**src/rtl/hova_clock_ctrl.sv**
```systemverilog
// hova_clock_ctrl
//   Builds the Hovalaag core clock (tt_clk) and reset (tt_rst_n) from the
//   12 MHz board clock. Supports free-run, single-period step,
//   whole-instruction step and PC breakpoint halt. It mirrors the core's
//   5-stage sequence and captures PC (stage 3) and output (stage 4) from tt_out.
//
// Ports
//   clk12MHz, reset      : board clock, synchronous active-high block reset
//   run_en               : level, free-run while high
//   step_btn, instr_btn  : async buttons, one period / to next stage-0 boundary
//   core_rst_btn         : async button, re-runs the core reset sequence
//   bp_en, bp_pc         : PC breakpoint
//   tt_out               : core output bus
//   tt_clk, tt_rst_n     : generated core clock / active-low reset (registered)
//   stage, pc, out_val   : mirrored stage, last captured PC and output
//   halted, busy         : sticky breakpoint hit, period/reset in progress
module hova_clock_ctrl #(
    parameter int DIV           = 6,
    parameter int RESET_CYCLES  = 2,
    parameter int DEBOUNCE_BITS = 17
) (
    input  logic       clk12MHz,
    input  logic       reset,
    input  logic       run_en,
    input  logic       step_btn,
    input  logic       instr_btn,
    input  logic       core_rst_btn,
    input  logic       bp_en,
    input  logic [7:0] bp_pc,
    input  logic [7:0] tt_out,
    output logic       tt_clk,
    output logic       tt_rst_n,
    output logic [2:0] stage,
    output logic [7:0] pc,
    output logic [7:0] out_val,
    output logic       halted,
    output logic       busy
);
    localparam int CW   = $clog2(DIV);
    localparam int NMAX = (RESET_CYCLES > 5) ? RESET_CYCLES : 5;
    localparam int LW   = $clog2(NMAX + 1);
    localparam logic [CW-1:0] CNT_LAST = CW'(DIV - 1);
    localparam logic [LW-1:0] RST_N    = LW'(RESET_CYCLES);

    typedef enum logic [1:0] {S_CORE_RST, S_HALT, S_STEP, S_RUN} state_t;
    typedef enum logic [1:0] {PH_IDLE, PH_HI, PH_LO} phase_t;

    // ---------------- buttons: sync, edge detect, lockout ----------------
    logic [2:0] btn, edge_d;
    assign btn = {core_rst_btn, instr_btn, step_btn};

    for (genvar i = 0; i < 3; i++) begin : g_btn
        logic s1_q, s2_q, prev_q, lock_q;
        logic [DEBOUNCE_BITS-1:0] lcnt_q;
        assign edge_d[i] = s2_q & ~prev_q & ~lock_q;
        always_ff @(posedge clk12MHz) begin
            if (reset) begin
                s1_q   <= 1'b0;
                s2_q   <= 1'b0;
                prev_q <= 1'b0;
                lock_q <= 1'b0;
                lcnt_q <= '0;
            end else begin
                s1_q   <= btn[i];
                s2_q   <= s1_q;
                prev_q <= s2_q;
                if (edge_d[i]) begin
                    lock_q <= 1'b1;
                    lcnt_q <= '0;
                end else if (lock_q) begin
                    lcnt_q <= lcnt_q + DEBOUNCE_BITS'(1);
                    if (lcnt_q == '1) lock_q <= 1'b0;
                end
            end
        end
    end

    // ---------------- period engine + mode FSM ----------------
    state_t          state_q, state_d;
    phase_t          ph_q;
    logic [CW-1:0]   cnt_q;
    logic [LW-1:0]   left_q, left_d;   // periods remaining, including the current one
    logic [2:0]      stage_q, per_stage_q, stage_inc;
    logic [7:0]      pc_q, out_q;
    logic            tt_clk_q, tt_rst_n_q, halted_q, busy_q, rst_req_q;
    logic            hi_end, lo_end, bp_hit, rst_pend;
    logic            start_n, start_r, to_halt, clr_halt;
    logic [LW-1:0]   instr_n;

    assign hi_end    = (ph_q == PH_HI) && (cnt_q == CNT_LAST);
    assign lo_end    = (ph_q == PH_LO) && (cnt_q == CNT_LAST);
    assign rst_pend  = rst_req_q | edge_d[2];
    assign stage_inc = (stage_q == 3'd4) ? 3'd0 : stage_q + 3'd1;
    assign instr_n   = (stage_q == 3'd0) ? LW'(5) : LW'(5) - LW'(stage_q);
    // per_stage_q is the stage the core executes during this period
    assign bp_hit    = lo_end && (per_stage_q == 3'd3) && bp_en && (tt_out == bp_pc);

    always_comb begin
        state_d  = state_q;
        left_d   = left_q;
        start_n  = 1'b0;
        start_r  = 1'b0;
        to_halt  = 1'b0;
        clr_halt = 1'b0;
        if (lo_end) begin
            if (rst_pend) begin
                start_r = 1'b1;
                state_d = S_CORE_RST;
                left_d  = RST_N;
            end else begin
                case (state_q)
                    S_CORE_RST, S_STEP: begin
                        if (left_q > LW'(1)) begin
                            start_r = (state_q == S_CORE_RST);
                            start_n = (state_q == S_STEP);
                            left_d  = left_q - LW'(1);
                        end else begin
                            to_halt = 1'b1;
                        end
                    end
                    S_RUN: begin
                        if (!run_en || halted_q || bp_hit) to_halt = 1'b1;
                        else start_n = 1'b1;
                    end
                    default: to_halt = 1'b1;
                endcase
            end
        end else if (ph_q == PH_IDLE) begin
            if (state_q != S_HALT) begin
                // first reset period after block reset
                start_r = 1'b1;
            end else if (rst_pend) begin
                start_r = 1'b1;
                state_d = S_CORE_RST;
                left_d  = RST_N;
            end else if (edge_d[0]) begin
                start_n  = 1'b1;
                clr_halt = 1'b1;
                state_d  = S_STEP;
                left_d   = LW'(1);
            end else if (edge_d[1]) begin
                start_n  = 1'b1;
                clr_halt = 1'b1;
                state_d  = S_STEP;
                left_d   = instr_n;
            end else if (run_en && !halted_q) begin
                start_n = 1'b1;
                state_d = S_RUN;
            end
        end
        if (to_halt) state_d = S_HALT;
    end

    always_ff @(posedge clk12MHz) begin
        if (reset) begin
            state_q     <= S_CORE_RST;
            ph_q        <= PH_IDLE;
            cnt_q       <= '0;
            left_q      <= RST_N;
            stage_q     <= 3'd0;
            per_stage_q <= 3'd0;
            pc_q        <= 8'd0;
            out_q       <= 8'd0;
            tt_clk_q    <= 1'b0;
            tt_rst_n_q  <= 1'b0;
            halted_q    <= 1'b0;
            busy_q      <= 1'b1;
            rst_req_q   <= 1'b0;
        end else begin
            state_q <= state_d;
            left_q  <= left_d;
            if (edge_d[2]) rst_req_q <= 1'b1;
            if (start_r)   rst_req_q <= 1'b0;

            if (start_r || start_n) begin
                ph_q     <= PH_HI;
                cnt_q    <= '0;
                tt_clk_q <= 1'b1;
                busy_q   <= 1'b1;
            end else if (to_halt) begin
                ph_q     <= PH_IDLE;
                cnt_q    <= '0;
                tt_clk_q <= 1'b0;
                busy_q   <= 1'b0;
            end else if (hi_end) begin
                ph_q     <= PH_LO;
                cnt_q    <= '0;
                tt_clk_q <= 1'b0;
                // release core reset in the low phase of the last reset period
                if (state_q == S_CORE_RST && left_q == LW'(1)) tt_rst_n_q <= 1'b1;
            end else if (ph_q != PH_IDLE) begin
                cnt_q <= cnt_q + CW'(1);
            end

            // stage advances on the tt_clk rising edge
            if (start_r) begin
                stage_q     <= 3'd0;
                per_stage_q <= 3'd0;
                tt_rst_n_q  <= 1'b0;
            end else if (start_n) begin
                per_stage_q <= stage_q;
                stage_q     <= stage_inc;
            end

            if (lo_end && per_stage_q == 3'd3) pc_q  <= tt_out;
            if (lo_end && per_stage_q == 3'd4) out_q <= tt_out;

            if (bp_hit) halted_q <= 1'b1;
            if (start_r || clr_halt) halted_q <= 1'b0;

            if (to_halt && state_q == S_CORE_RST) begin
                pc_q    <= 8'd0;
                out_q   <= 8'd0;
                stage_q <= 3'd0;
            end
        end
    end

    assign tt_clk   = tt_clk_q;
    assign tt_rst_n = tt_rst_n_q;
    assign stage    = stage_q;
    assign pc       = pc_q;
    assign out_val  = out_q;
    assign halted   = halted_q;
    assign busy     = busy_q;
endmodule

```
**config.mk**
```make
export PLATFORM = sky130hd
export DESIGN_NAME = hova_clock_ctrl
export DESIGN_NICKNAME = d
export VERILOG_FILES = /design/src/rtl/hova_clock_ctrl.sv
export SDC_FILE = /design/constraint.sdc
export NUM_CORES = 1
export LEC_CHECK = 0
export BUFFER_PORTS_ARGS = -buffer_cell sky130_fd_sc_hd__clkbuf_2
export CORE_MARGIN = 1
export CORE_UTILIZATION = 45
export DETAILED_ROUTE_END_ITERATION = 12
export GPL_TIMING_DRIVEN = 1
export HOLD_SLACK_MARGIN = 0.02
export MAX_ROUTING_LAYER = met4
export SLEW_MARGIN = 20
export SYNTH_ARGS = -nofsm -noshare
export SYNTH_HDL_FRONTEND = slang
export SYNTH_SLANG_ARGS = --single-unit
```
**constraint.sdc**
```tcl
create_clock -name clk12MHz -period 4.15 [get_ports clk12MHz]
set_input_delay 0.415 -clock clk12MHz [delete_from_list [all_inputs] [get_ports clk12MHz]]
set_output_delay 0.415 -clock clk12MHz [all_outputs]
set_load 0.005 [all_outputs]
```
==> metrics <==
Final Setup Violations 0; # placed instances 643; TritonCTS clock tree built; CTS resizes 0; GRT overflow 0; Mapped Nets 522; Hold Buf Count CTS 0; Final #Nets 560; post-synthesis compound-gate area fraction 0.0828; clock root cell clkbuf_8; chip height 101 um; f_max 0.359 GHz; WP data required 4.45 ns; Synth area leaders dfxtp_1 (45%), xor2_1 (7.4%), nor2_1 (7.1%); maximum clock path buffer count 2; Avg WL per Cell 12.6 um; Critical R2R Launch cnt_q[0]$_SDFFE_PP0N_; ys async rst share 0; Synth Flop Type dfxtp_1; Seq cells post-synth 99; max_slew headroom 0.415; first-pass detailed-route iteration total 4; total setup buffers inserted after CTS 0; clock slew at reported path FFs 0.10 ns; worst-margin pin slew 0.874 ns; Routed Antenna Nets 0; FF-to-FF setup slack 1.36 ns; CTS sink cnt 99; Leak Pwr 1.86 nW; largest area contributor in the netlist dfxtp_1; # rows 35; PD cells 335 nW/um^2; CP Max Fanout 13; Vias 3435; cells on worst reg2reg path 6; die width 101 um; Post-DP HPWL 5910 um; RSZ-0062 raised after global routing no; Ports 46; Layout area overhead 10.9%; Yosys cell types 53; Placer Congestion 0.811; fin crit share 0.672; via-per-instance ratio 5.22; Max H-tree Level 3; register area share after synthesis 0.454; Worst Setup Start Kind flip-flop; initial antenna violation count 0; xor/xnor cell area share of the yosys netlist 0.0942; layout cells sized above 1 0.130; Post-Syn Area 4370 um^2; Max Cap Viol 0; ant diodes 0; worst skew pair latency 0.37 ns; Ys Warns 0; WHS 0.248 ns; largest net degree at the start of global routing 24; RR Endpoint stage[2]$_SDFFE_PP0P_; Post-Synth Adder-Cell Area 0.0344; final wirelength 8280 um; first-pass GRT wire length 14400 um; mux cell area share after synthesis 0.0573; IO buf count 45; beginning of the critical path cnt_q[0]$_SDFFE_PP0N_; setup TNS 0 ns; minimum clock period 2.79 ns; Mapped Cells 487; Post-synth EDFFs 0; Die Area 10100 um^2; Worst Setup Path Type flip-flop to flip-flop; post-route insts no fill 658; Initial Utilization 0.468; Max IR drop VDD 0.157 mV; total CTS buffers 9; Core Box Area 9330 um^2; vias in the first global route 3190; Fin. Hold Viols 0; largest family of logic cells by synthesized area simple AND/OR/NAND/NOR gates; Final Skew 0.0109 ns; min-delay worst type primary input to flip-flop; Layout fillers 940; Simple-Gate Fraction of Synth Area 0.248; arrival time worst endpoint 3.09 ns; Setup crit end kind flip-flop; Avg Cell Area, Syn 8.97 um^2; Slew Viols, Final 0; Worst Setup EP stage[2]$_SDFFE_PP0P_; Initial DRC Count 120; Yosys top cell area share 0.454; status completed; # DRC 0; gr usage total 0.185
state kept, by name, indices dropped and copies added, names as in the netlist, 2 cells and up:
name,flops
g_btn.prev_q,3
g_btn.s1_q,3
ph_q,2
per_stage_q,3
left_q,3
stage,3
pc,8
g_btn.lock_q,3
out_val,8
cnt_q,3
g_btn.lcnt_q,51
state_q,2
g_btn.s2_q,3
kinds of logic after synthesis:
logic type | after synthesis
multiplexers | 25
XOR/XNOR | 47
buffers and inverters | 32
AND/OR/NAND/NOR | 214
AO/OA/AOI/OAI | 58
adder cells (fa/ha/maj) | 12
flip-flops | 99
worst min-delay path by stage:
stage,depth (start not counted),slack (ns),from,to
after global placement,1,0.42,g_btn[2].s1_q$_SDFF_PP0_,g_btn[2].s2_q$_SDFF_PP0_
final,2,0.25,core_rst_btn,g_btn[2].s1_q$_SDFF_PP0_
after global routing,2,0.23,core_rst_btn,g_btn[2].s1_q$_SDFF_PP0_
after floorplan,1,0.41,g_btn[0].s1_q$_SDFF_PP0_,g_btn[0].s2_q$_SDFF_PP0_
after CTS,2,0.22,core_rst_btn,g_btn[2].s1_q$_SDFF_PP0_
after detailed placement,1,0.43,g_btn[0].s1_q$_SDFF_PP0_,g_btn[0].s2_q$_SDFF_PP0_
per-stage QoR:
stage	utilization	area [um^2]	power, W	setup slack [ns]
after global routing	0.520	4850	0.00169	1.09
after detailed placement	0.502	4680	0.00109	1.39
after floorplan	-	4370	0.00106	2.28
after global placement	0.502	4680	0.00109	1.52
after CTS	0.520	4850	0.00165	1.37
final	0.520	4850	0.00162	1.36
layout by cell type (no fill, tap or decap), types with 2 or more instances in the layout:
master      instances
a21o_1              3
a21oi_1            22
a31oi_1             5
and3_1              6
clkbuf_2           45
clkbuf_8            9
clkinvlp_4          3
dfxtp_1            99
ha_1               12
inv_1              14
mux2i_1            25
nand2_1            32
nand2b_1            5
nand3_1            12
nand3b_1            5
nand4_1            19
nand4b_1            2
nor2_1             83
nor2b_1            10
nor3_1              9
nor3b_1             2
nor4_1              5
nor4b_1             2
o21ai_0            12
or2_2               5
or3_1               9
xnor2_1            10
xor2_1             37
critical path: stages, from the launching register on:
cell and delay, ns:
dfxtp_1 0.38, ha_1 0.21, nand4b_1 0.44, nor3_1 0.57
a41oi_2 0.47, or3b_1 0.48, a21oi_1 0.16
area by class of cell:
| cell class | count | area (um^2) | share of cell area |
|---|---|---|---|
| Clock buffer | 10 | 128 | 0.0263 |
| Clock inverter | 5 | 40.0 | 0.00826 |
| Inverter | 14 | 52.6 | 0.0108 |
| Multi-Input combinational cell | 356 | 2260 | 0.466 |
| Sequential cell | 99 | 1980 | 0.409 |
| Tap cell | 129 | 161 | 0.0333 |
| Timing Repair Buffer | 45 | 225 | 0.0465 |
power breakdown:
group / internal (W) / switching, W / leakage (nW)
Sequential: 0.000960 / 0.0000140 / 0.800
Clock: 0.000218 / 0.000336 / 0.0750
Combinational: 0.0000378 / 0.0000560 / 0.985
routing by layer:
layer	vias to the layer above	part of all wire	GRT usage
li1	1750	-	-
met1	1606	0.47	0.223
met2	66	0.47	0.295
met3	13	0.043	0.0492
met4	0	0.017	0.0713
met5	-	0	-
synthesized netlist by cell type (10+ instances only):
cell type	n
dfxtp_1	99
nor2_1	83
xor2_1	37
nand2_1	32
mux2i_1	25
a21oi_1	22
nand4_1	19
inv_1	14
clkbuf_1	12
ha_1	12
nand3_1	12
o21ai_0	12
nor2b_1	10
xnor2_1	10
(Power assumes the default switching activity.)
